--- src/rtl/f_inv_priority_decoder_if.sv ---
// Valid/ready bundle for the inverse leading-zero decoder.
// The upstream side drives the index and the downstream side drives out_ready.
// Both sides use the same interface instance.
interface f_inv_priority_decoder_if #(
  parameter int unsigned MW    = 23,
  parameter int unsigned CNT_W = 8
) ();
  localparam int unsigned IW = 5;

  logic             in_valid;
  logic             in_ready;
  logic [IW-1:0]    in_idx;
  logic             out_valid;
  logic             out_ready;
  logic [MW-1:0]    out_onehot;
  logic [MW-1:0]    out_mask;
  logic             out_err;
  logic [CNT_W-1:0] err_cnt;

  // Environment side: produces indices and consumes decoded results
  modport master (
    output in_valid, in_idx, out_ready,
    input  in_ready, out_valid, out_onehot, out_mask, out_err, err_cnt
  );

  // Decoder side
  modport slave (
    input  in_valid, in_idx, out_ready,
    output in_ready, out_valid, out_onehot, out_mask, out_err, err_cnt
  );
endinterface

--- src/rtl/f_inv_priority_decoder.sv ---
// Inverse of the mantissa leading-zero encoder.
// A 5-bit leading-zero count k is turned into a one-hot leading-one vector and a mask
// that covers the don't-care bits below that leading one.
// The block is a 2-stage valid/ready pipeline with full throughput.
// It also keeps a saturating count of out-of-range indices.
// MW must be at most 31, so that the index range 0..MW fits in the 5-bit index.
module f_inv_priority_decoder #(
  parameter int unsigned MW    = 23,
  parameter int unsigned CNT_W = 8
) (
  input  logic                    clk,
  input  logic                    rst_n,
  f_inv_priority_decoder_if.slave bus
);

  localparam int unsigned      IW      = 5;
  localparam logic [IW-1:0]    MW_IDX  = IW'(MW);
  localparam logic [CNT_W-1:0] CNT_MAX = {CNT_W{1'b1}};

  // Stage 1: registered index and range flag
  logic             s1_valid_q;
  logic [IW-1:0]    s1_idx_q;
  logic             s1_err_q;

  // Stage 2: registered decoded vectors (these are the outputs)
  logic             out_valid_q;
  logic [MW-1:0]    onehot_q;
  logic [MW-1:0]    mask_q;
  logic             err_q;
  logic [CNT_W-1:0] err_cnt_q;

  // Handshake and decode helpers
  logic             s2_load_c;
  logic             s1_load_c;
  logic             in_fire_c;
  logic             idx_oor_c;
  int               pos_c;
  logic [MW-1:0]    onehot_c;
  logic [MW-1:0]    mask_c;

  // Stage 2 can take new data when it is empty or its current item leaves this cycle
  assign s2_load_c = !out_valid_q || bus.out_ready;
  // Stage 1 can take new data when it is empty or its item advances into stage 2
  assign s1_load_c = !s1_valid_q || s2_load_c;
  assign in_fire_c = bus.in_valid && s1_load_c;
  // k == MW is the legal all-zero mantissa case; only indices above MW are errors
  assign idx_oor_c = bus.in_idx > MW_IDX;

  // Stage 1 register: capture the index and its range check on each input transfer
  always_ff @(posedge clk or negedge rst_n) begin
    if (!rst_n) begin
      s1_valid_q <= 1'b0;
      s1_idx_q   <= '0;
      s1_err_q   <= 1'b0;
    end else if (s1_load_c) begin
      s1_valid_q <= bus.in_valid;
      if (bus.in_valid) begin
        s1_idx_q <= bus.in_idx;
        s1_err_q <= idx_oor_c;
      end
    end
  end

  // Decode the stage-1 index into the leading-one position and the mask below it.
  // When k >= MW, pos_c is negative, so no bit matches and both vectors stay zero.
  always_comb begin
    onehot_c = '0;
    mask_c   = '0;
    pos_c    = int'(MW) - 1 - int'(s1_idx_q);
    for (int i = 0; i < int'(MW); i++) begin
      onehot_c[i] = (i == pos_c);
      mask_c[i]   = (i < pos_c);
    end
  end

  // Stage 2 register: the outputs, which hold steady while downstream stalls
  always_ff @(posedge clk or negedge rst_n) begin
    if (!rst_n) begin
      out_valid_q <= 1'b0;
      onehot_q    <= '0;
      mask_q      <= '0;
      err_q       <= 1'b0;
    end else if (s2_load_c) begin
      out_valid_q <= s1_valid_q;
      if (s1_valid_q) begin
        onehot_q <= onehot_c;
        mask_q   <= mask_c;
        err_q    <= s1_err_q;
      end
    end
  end

  // Saturating count of accepted out-of-range indices; only reset clears it
  always_ff @(posedge clk or negedge rst_n) begin
    if (!rst_n) begin
      err_cnt_q <= '0;
    end else if (in_fire_c && idx_oor_c && (err_cnt_q != CNT_MAX)) begin
      err_cnt_q <= err_cnt_q + CNT_W'(1);
    end
  end

  // in_ready is the only combinational path; it follows out_ready through s2_load_c
  assign bus.in_ready   = s1_load_c;
  assign bus.out_valid  = out_valid_q;
  assign bus.out_onehot = onehot_q;
  assign bus.out_mask   = mask_q;
  assign bus.out_err    = err_q;
  assign bus.err_cnt    = err_cnt_q;

endmodule

--- src/flat_wrapper.sv ---
// flat-port wrapper written by rule: the top's interface ports become plain ports
module f_inv_priority_decoder_flat 
#(
  parameter int unsigned MW    = 23,
  parameter int unsigned CNT_W = 8
)
  (clk, rst_n, bus_in_valid, bus_in_idx, bus_out_ready, bus_in_ready, bus_out_valid, bus_out_onehot, bus_out_mask, bus_out_err, bus_err_cnt);
  f_inv_priority_decoder_if #(.MW(MW), .CNT_W(CNT_W)) bus_i ();
  input  logic clk;
  input  logic rst_n;
  input wire logic [$bits(bus_i.in_valid)-1:0] bus_in_valid;
  input wire logic [$bits(bus_i.in_idx)-1:0] bus_in_idx;
  input wire logic [$bits(bus_i.out_ready)-1:0] bus_out_ready;
  output wire logic [$bits(bus_i.in_ready)-1:0] bus_in_ready;
  output wire logic [$bits(bus_i.out_valid)-1:0] bus_out_valid;
  output wire logic [$bits(bus_i.out_onehot)-1:0] bus_out_onehot;
  output wire logic [$bits(bus_i.out_mask)-1:0] bus_out_mask;
  output wire logic [$bits(bus_i.out_err)-1:0] bus_out_err;
  output wire logic [$bits(bus_i.err_cnt)-1:0] bus_err_cnt;
  assign bus_i.in_valid = bus_in_valid;
  assign bus_i.in_idx = bus_in_idx;
  assign bus_i.out_ready = bus_out_ready;
  assign bus_in_ready = bus_i.in_ready;
  assign bus_out_valid = bus_i.out_valid;
  assign bus_out_onehot = bus_i.out_onehot;
  assign bus_out_mask = bus_i.out_mask;
  assign bus_out_err = bus_i.out_err;
  assign bus_err_cnt = bus_i.err_cnt;
  f_inv_priority_decoder #(.MW(MW), .CNT_W(CNT_W)) u_core (.clk(clk), .rst_n(rst_n), .bus(bus_i));
endmodule
--- config.mk ---
export PLATFORM = sky130hd
export DESIGN_NAME = f_inv_priority_decoder_flat
export DESIGN_NICKNAME = d
export VERILOG_FILES = /design/src/rtl/f_inv_priority_decoder_if.sv /design/src/rtl/f_inv_priority_decoder.sv /design/src/flat_wrapper.sv
export SDC_FILE = /design/constraint.sdc
export NUM_CORES = 1
export LEC_CHECK = 0
export CAP_MARGIN = 10
export CORE_ASPECT_RATIO = 1.4
export CORE_MARGIN = 10
export CORE_UTILIZATION = 40
export DETAILED_ROUTE_END_ITERATION = 8
export GPL_TIMING_DRIVEN = 0
export PLACE_DENSITY_LB_ADDON = 0.25
export SLEW_MARGIN = 20
export SYNTH_ARGS = -nofsm -noshare
export SYNTH_HDL_FRONTEND = slang
export SYNTH_SLANG_ARGS = --single-unit
export TNS_END_PERCENT = 100
--- constraint.sdc ---
create_clock -name clk -period 1.9 [get_ports clk]
set_clock_uncertainty 0.2 [all_clocks]
set_input_delay 0.285 -clock clk [delete_from_list [all_inputs] [get_ports clk]]
set_output_delay 0.285 -clock clk [all_outputs]
set_load 0.02 [all_outputs]
* After elaboration in Yosys (flattened, before gate mapping)
Index checks and enable logic that the tools add are counted.
** Cells by class
- $add $sub $neg :: 2
- Magnitude comparators :: 24
- Equal/unequal tests :: 23
- Reductions and logical operators :: 10
** Operators with widths (count)
- $eq 5x32->1 const A :: 8
- $lt 5x32->1 const A :: 8
- $eq 6x32->1 const A :: 7
- $lt 6x32->1 const A :: 7
- $eq 4x32->1 const A :: 4
- $lt 4x32->1 const A :: 4
- $eq 3x32->1 const A :: 2
- $lt 3x32->1 const A :: 2
- $eq 2x32->1 const A :: 1
- $logic_not 32->1 :: 1
- $lt 1x32->1 const A :: 1
- $lt 2x32->1 const A :: 1
- $add 8x1->8 const B :: 1
- $ne 8x8->1 const B :: 1
- $sub 5x5->6 const A :: 1
- $gt 5x5->1 const B :: 1
- $reduce_and 2->1 :: 2
- $logic_and 1x1->1 :: 3
- $logic_not 1->1 :: 2
- $logic_or 1x1->1 :: 2
** Word-level totals
- Register bits after elaboration :: 63
- Input port bits :: 9
- Output and inout bits :: 57
- Word-level logic and storage cells :: 67

* Longest topological paths before layout
- Word-level depth :: 6
- Gate-level depth with buffers :: 7
- Depth with buffers taken out :: 5

* Worst setup path after synthesis
No wires, ideal clock.
- Path kind :: register to register
- From :: reg u_core.s1_idx_q[1]
- To :: reg u_core.mask_q[10], in the netlist u_core.bus.out_mask[10]
- Setup time :: 0.145 ns
- Arrival time :: 1.527 ns
- Data required time :: 1.555 ns
- Path slack :: 0.027 ns
- Stages on the path, launching flop included :: 6
- Path buffers :: 1
- Clock period less this slack :: 1.873 ns
- Path through :: dfrtp_1 -> ha_1 -> buf_2 -> a21bo_2 -> a222oi_1 -> o31ai_1
** Between the ends
- Longest elaborated chain between the ends :: 2
** Ends and longest elaborated chain
- start: declaration :: line f_inv_priority_decoder.sv:22 : logic [IW-1:0] s1_idx_q;
- start signal: assignment :: line f_inv_priority_decoder.sv:58 : s1_idx_q <= bus.in_idx;
- $sub 5x5->6 :: line f_inv_priority_decoder.sv:69 : pos_c = int'(MW) - 1 - int'(s1_idx_q);
- $lt 5x32->1 :: line f_inv_priority_decoder.sv:72 : mask_c[i] = (i < pos_c);
- end signal: assignment :: line f_inv_priority_decoder.sv:87 : mask_q <= mask_c;
- end: declaration :: line f_inv_priority_decoder.sv:28 : logic [MW-1:0] mask_q;
Every way passes these cells.
A chain may end at the register's enable or synchronous reset.

* Worst setup path after layout
- From :: reg u_core.s1_idx_q[1]
- To :: reg u_core.onehot_q[18], in the netlist u_core.bus.out_onehot[18]
** Between the ends
- Longest elaborated chain between the ends :: 2
** Ends and longest elaborated chain
- $sub 5x5->6 :: line f_inv_priority_decoder.sv:69
- $eq 6x32->1 :: line f_inv_priority_decoder.sv:71 : onehot_c[i] = (i == pos_c);
- end signal: assignment :: line f_inv_priority_decoder.sv:86 : onehot_q <= onehot_c;
- end: declaration :: line f_inv_priority_decoder.sv:27 : logic [MW-1:0] onehot_q;
Every way passes these cells.

==> run metrics <==
Synth Area in Compound Gates=19.9%; Worst Setup End Kind=register; pre-CTS setup slack=-0.373 ns; Synth Area in Simple Gates=15.0%; core area=7360 um^2; number of synthesis warnings=0; Final nets=roughly 390; post-synth net total=293; Setup WS post-layout=-0.0128 ns; Crit Path Category=register to register; fin crit share=101%; Slew HR=66.0%; post-DR vias/cell=5.44; Yosys reg bits=63; ant diodes=0; Worst Setup Start Kind=register; Period minus WS final=about 1.9 ns; Post-Syn Instances=about 280; # placed instances=roughly 440; initial antenna violation count=0; Area Growth Syn to Fin=47.9%; Post-synth EDFFs=0; Achievable Freq=523 MHz; drt pass-1 iters=4; Adder-Cell Fraction of Synth Area=2.08%; Most used DFF post-synth=dfrtp_1; final routed DRC violation total=0; Die Area=11500 um^2; status=finished with violations; Final setup viols=5; antenna-violating nets left=0; Synth Area in XOR/XNOR=2.03%; Rows=37; violated checks=negative setup slack; routability cong.=0.839; reg2reg setup slack=-0.01 ns; CTS tree=built; overall global routing resource usage=15.2%; Worst-Margin Slew=0.511 ns; starting density of the core=40.9%; setup TNS=-0.0466 ns; DR vias=around 2600; maximum VDD drop=0.723 mV; most common cell after layout, fill and taps aside=dfrtp_1; crit path max fanout=8; clk buf depth=2; synth unique cells=between 50 and 60; max-cap viol count=0; Root Buffer=clkbuf_8; vias in the first global route=2690; CTS H-tree depth=3; Layout Cells excl Fill=477; TritonCTS Sinks=63; final wirelength=8630 um; Crit path arrival time=1.96 ns; DP HPWL=between 6000 and 7000 um; largest net degree at the start of global routing=34; clock latency on the worst-skew pair=roughly 0.35 ns; worst hold path type=input pin to asynchronous set/reset pin; first-pass GRT wire length=about 14000 um; Slew Limit Fails=0; post-synthesis mux area share=5.07%; largest family of logic cells by synthesized area=compound AO/OA/AOI/OAI gates; ys async rst share=100%; total gr overflow=0; WP data required=around 2 ns; Final Hold Vio Count=0; Post-Syn Area per Cell=10.8 um^2; layout cells sized above 1=27.6%; fill count=618; most frequent cells in the layout=dfrtp_1 (59), clkdlybuf4s50_1 (55), nand2_1 (32); CTS clk-pin slew, worst paths=0.08 ns; mapped cell area=3010 um^2; Die Ht=~120 um; Chip Width=93.4 um; Pleak=1.97 nW; sequential fraction of the synthesis area=52.3%; unrepaired setup endpoints after global routing=true; wire length per cell=18.1 um; pwr dens=between 1000 and 1500 nW/um^2; number of port buffers=65; CTS Buf Count=9; Iteration-0 DRC Markers=221; num ports=66
==> sequential cells by signal (all words and copies together), names as in the netlist <==
register / flops
u_core.bus.out_mask: 23
u_core.bus.out_onehot: 23
u_core.bus.err_cnt: 8
u_core.s1_idx_q: 5
u_core.bus.out_err: 1
u_core.bus.out_valid: 1
u_core.s1_err_q: 1
u_core.s1_valid_q: 1
==> final timing paths <==
kind | start | endpoint | cells after the start
setup / recovery | u_core.s1_idx_q[1]$_DFFE_PN0P_ | u_core.bus.out_onehot[18]$_DFFE_PN0P_ | 6
hold / removal | rst_n | u_core.bus.out_onehot[0]$_DFFE_PN0P_ | 2
setup reg to reg | u_core.s1_idx_q[1]$_DFFE_PN0P_ | u_core.bus.out_onehot[18]$_DFFE_PN0P_ | 6
hold reg to reg | u_core.bus.out_onehot[15]$_DFFE_PN0P_ | u_core.bus.out_onehot[15]$_DFFE_PN0P_ | 2
max in group asynchronous | rst_n | u_core.s1_idx_q[4]$_DFFE_PN0P_ | 3
min in group clk | u_core.bus.out_onehot[15]$_DFFE_PN0P_ | u_core.bus.out_onehot[15]$_DFFE_PN0P_ | 2
==> what timing repair did <==
action / in CTS / in global routing
resized for setup: 26 / 47
hold buffers: 1 / 0
cloned: 0 / 2
hold endpoints to repair: 32 / 0
pin swaps: 5 / 16
setup endpoints to repair: 45 / 55
setup buffers: 6 / 11
==> final cells by class <==
| class | count | area [um^2] | share of cell area, % |
|---|---|---|---|
| multi-input cells | 195 | 1550 | 34.7 |
| well taps | 97 | 121 | 2.72 |
| flip-flops and latches | 63 | 1580 | 35.5 |
| inverters | 5 | 18.8 | 0.421 |
| clock buffers | 9 | 124 | 2.78 |
| plain buffers | 15 | 116 | 2.61 |
| clock inverters | 7 | 96.3 | 2.16 |
| repair buffers | 86 | 850 | 19.1 |
==> Yosys cell counts (all sizes together) (2+ instances only) <==
master  number  area, um^2
clkbuf       3        11.3
nand3b       2        15.0
dfrtp       63        1580
o211ai       2        15.0
mux2i        5        62.6
nand2b       4        25.0
a211oi       6        50.1
xnor2        2        17.5
a311oi       2        17.5
o31ai        8        87.6
buf         13        76.3
and3         5        31.3
o21ai       14        70.1
a21oi        7        35.0
nor2b        2        12.5
and2         3        18.8
xor2         5        43.8
a31oi        4        25.0
nand3        7        35.0
a22o        19         166
o21a         2        15.0
ha           5        62.6
nand4        2        12.5
nor2        19        71.3
nor3b        3        22.5
o32ai        3        33.8
nor3         6        30.0
mux2         8        90.1
inv          5        18.8
nand2       35         134
==> critical path: stages, from the launching register on <==
cell and delay (ns):
dfrtp_2 0.45, ha_4 0.22, buf_12 0.15, mux2i_4 0.27
o32ai_4 0.17, buf_6 0.16, a22o_1 0.18
==> power breakdown <==
part	leakage, nW	internal, mW	switching [mW]
Sequential	0.803	1.59	0.193
Clock	0.114	0.742	0.552
Combinational	1.05	0.946	1.08
==> through the flow <==
stage / util [%] / hold slack, ns / power (mW) / area [um^2]
global placement: 51.4 / 0.258 / 3.49 / 3780
CTS: 56.7 / 0.217 / 4.93 / 4170
floorplan: - / -0.211 / 2.76 / 3010
detailed placement: 51.7 / 0.0593 / 3.52 / 3800
finish: 60.5 / 0.207 / 5.11 / 4460
global route: 60.5 / 0.229 / 5.37 / 4460
==> cells by family after synthesis <==
family,after synthesis
simple gates,93
buf+inv,21
mux,13
xor+xnor,7
flops,63
fa+ha+maj,5
compound gates,77
==> per-layer routing <==
layer / up-vias / GRT usage (%) / part of all wire [%]
met5: - / 0 / 0
met3: 22 / 5.13 / 6.9
li1: 1218 / - / -
met4: 0 / 7.93 / 3.0
met1: 1266 / 17.2 / 40
met2: 88 / 24.8 / 50
No activity file was read; power rests on OpenSTA's default activity.
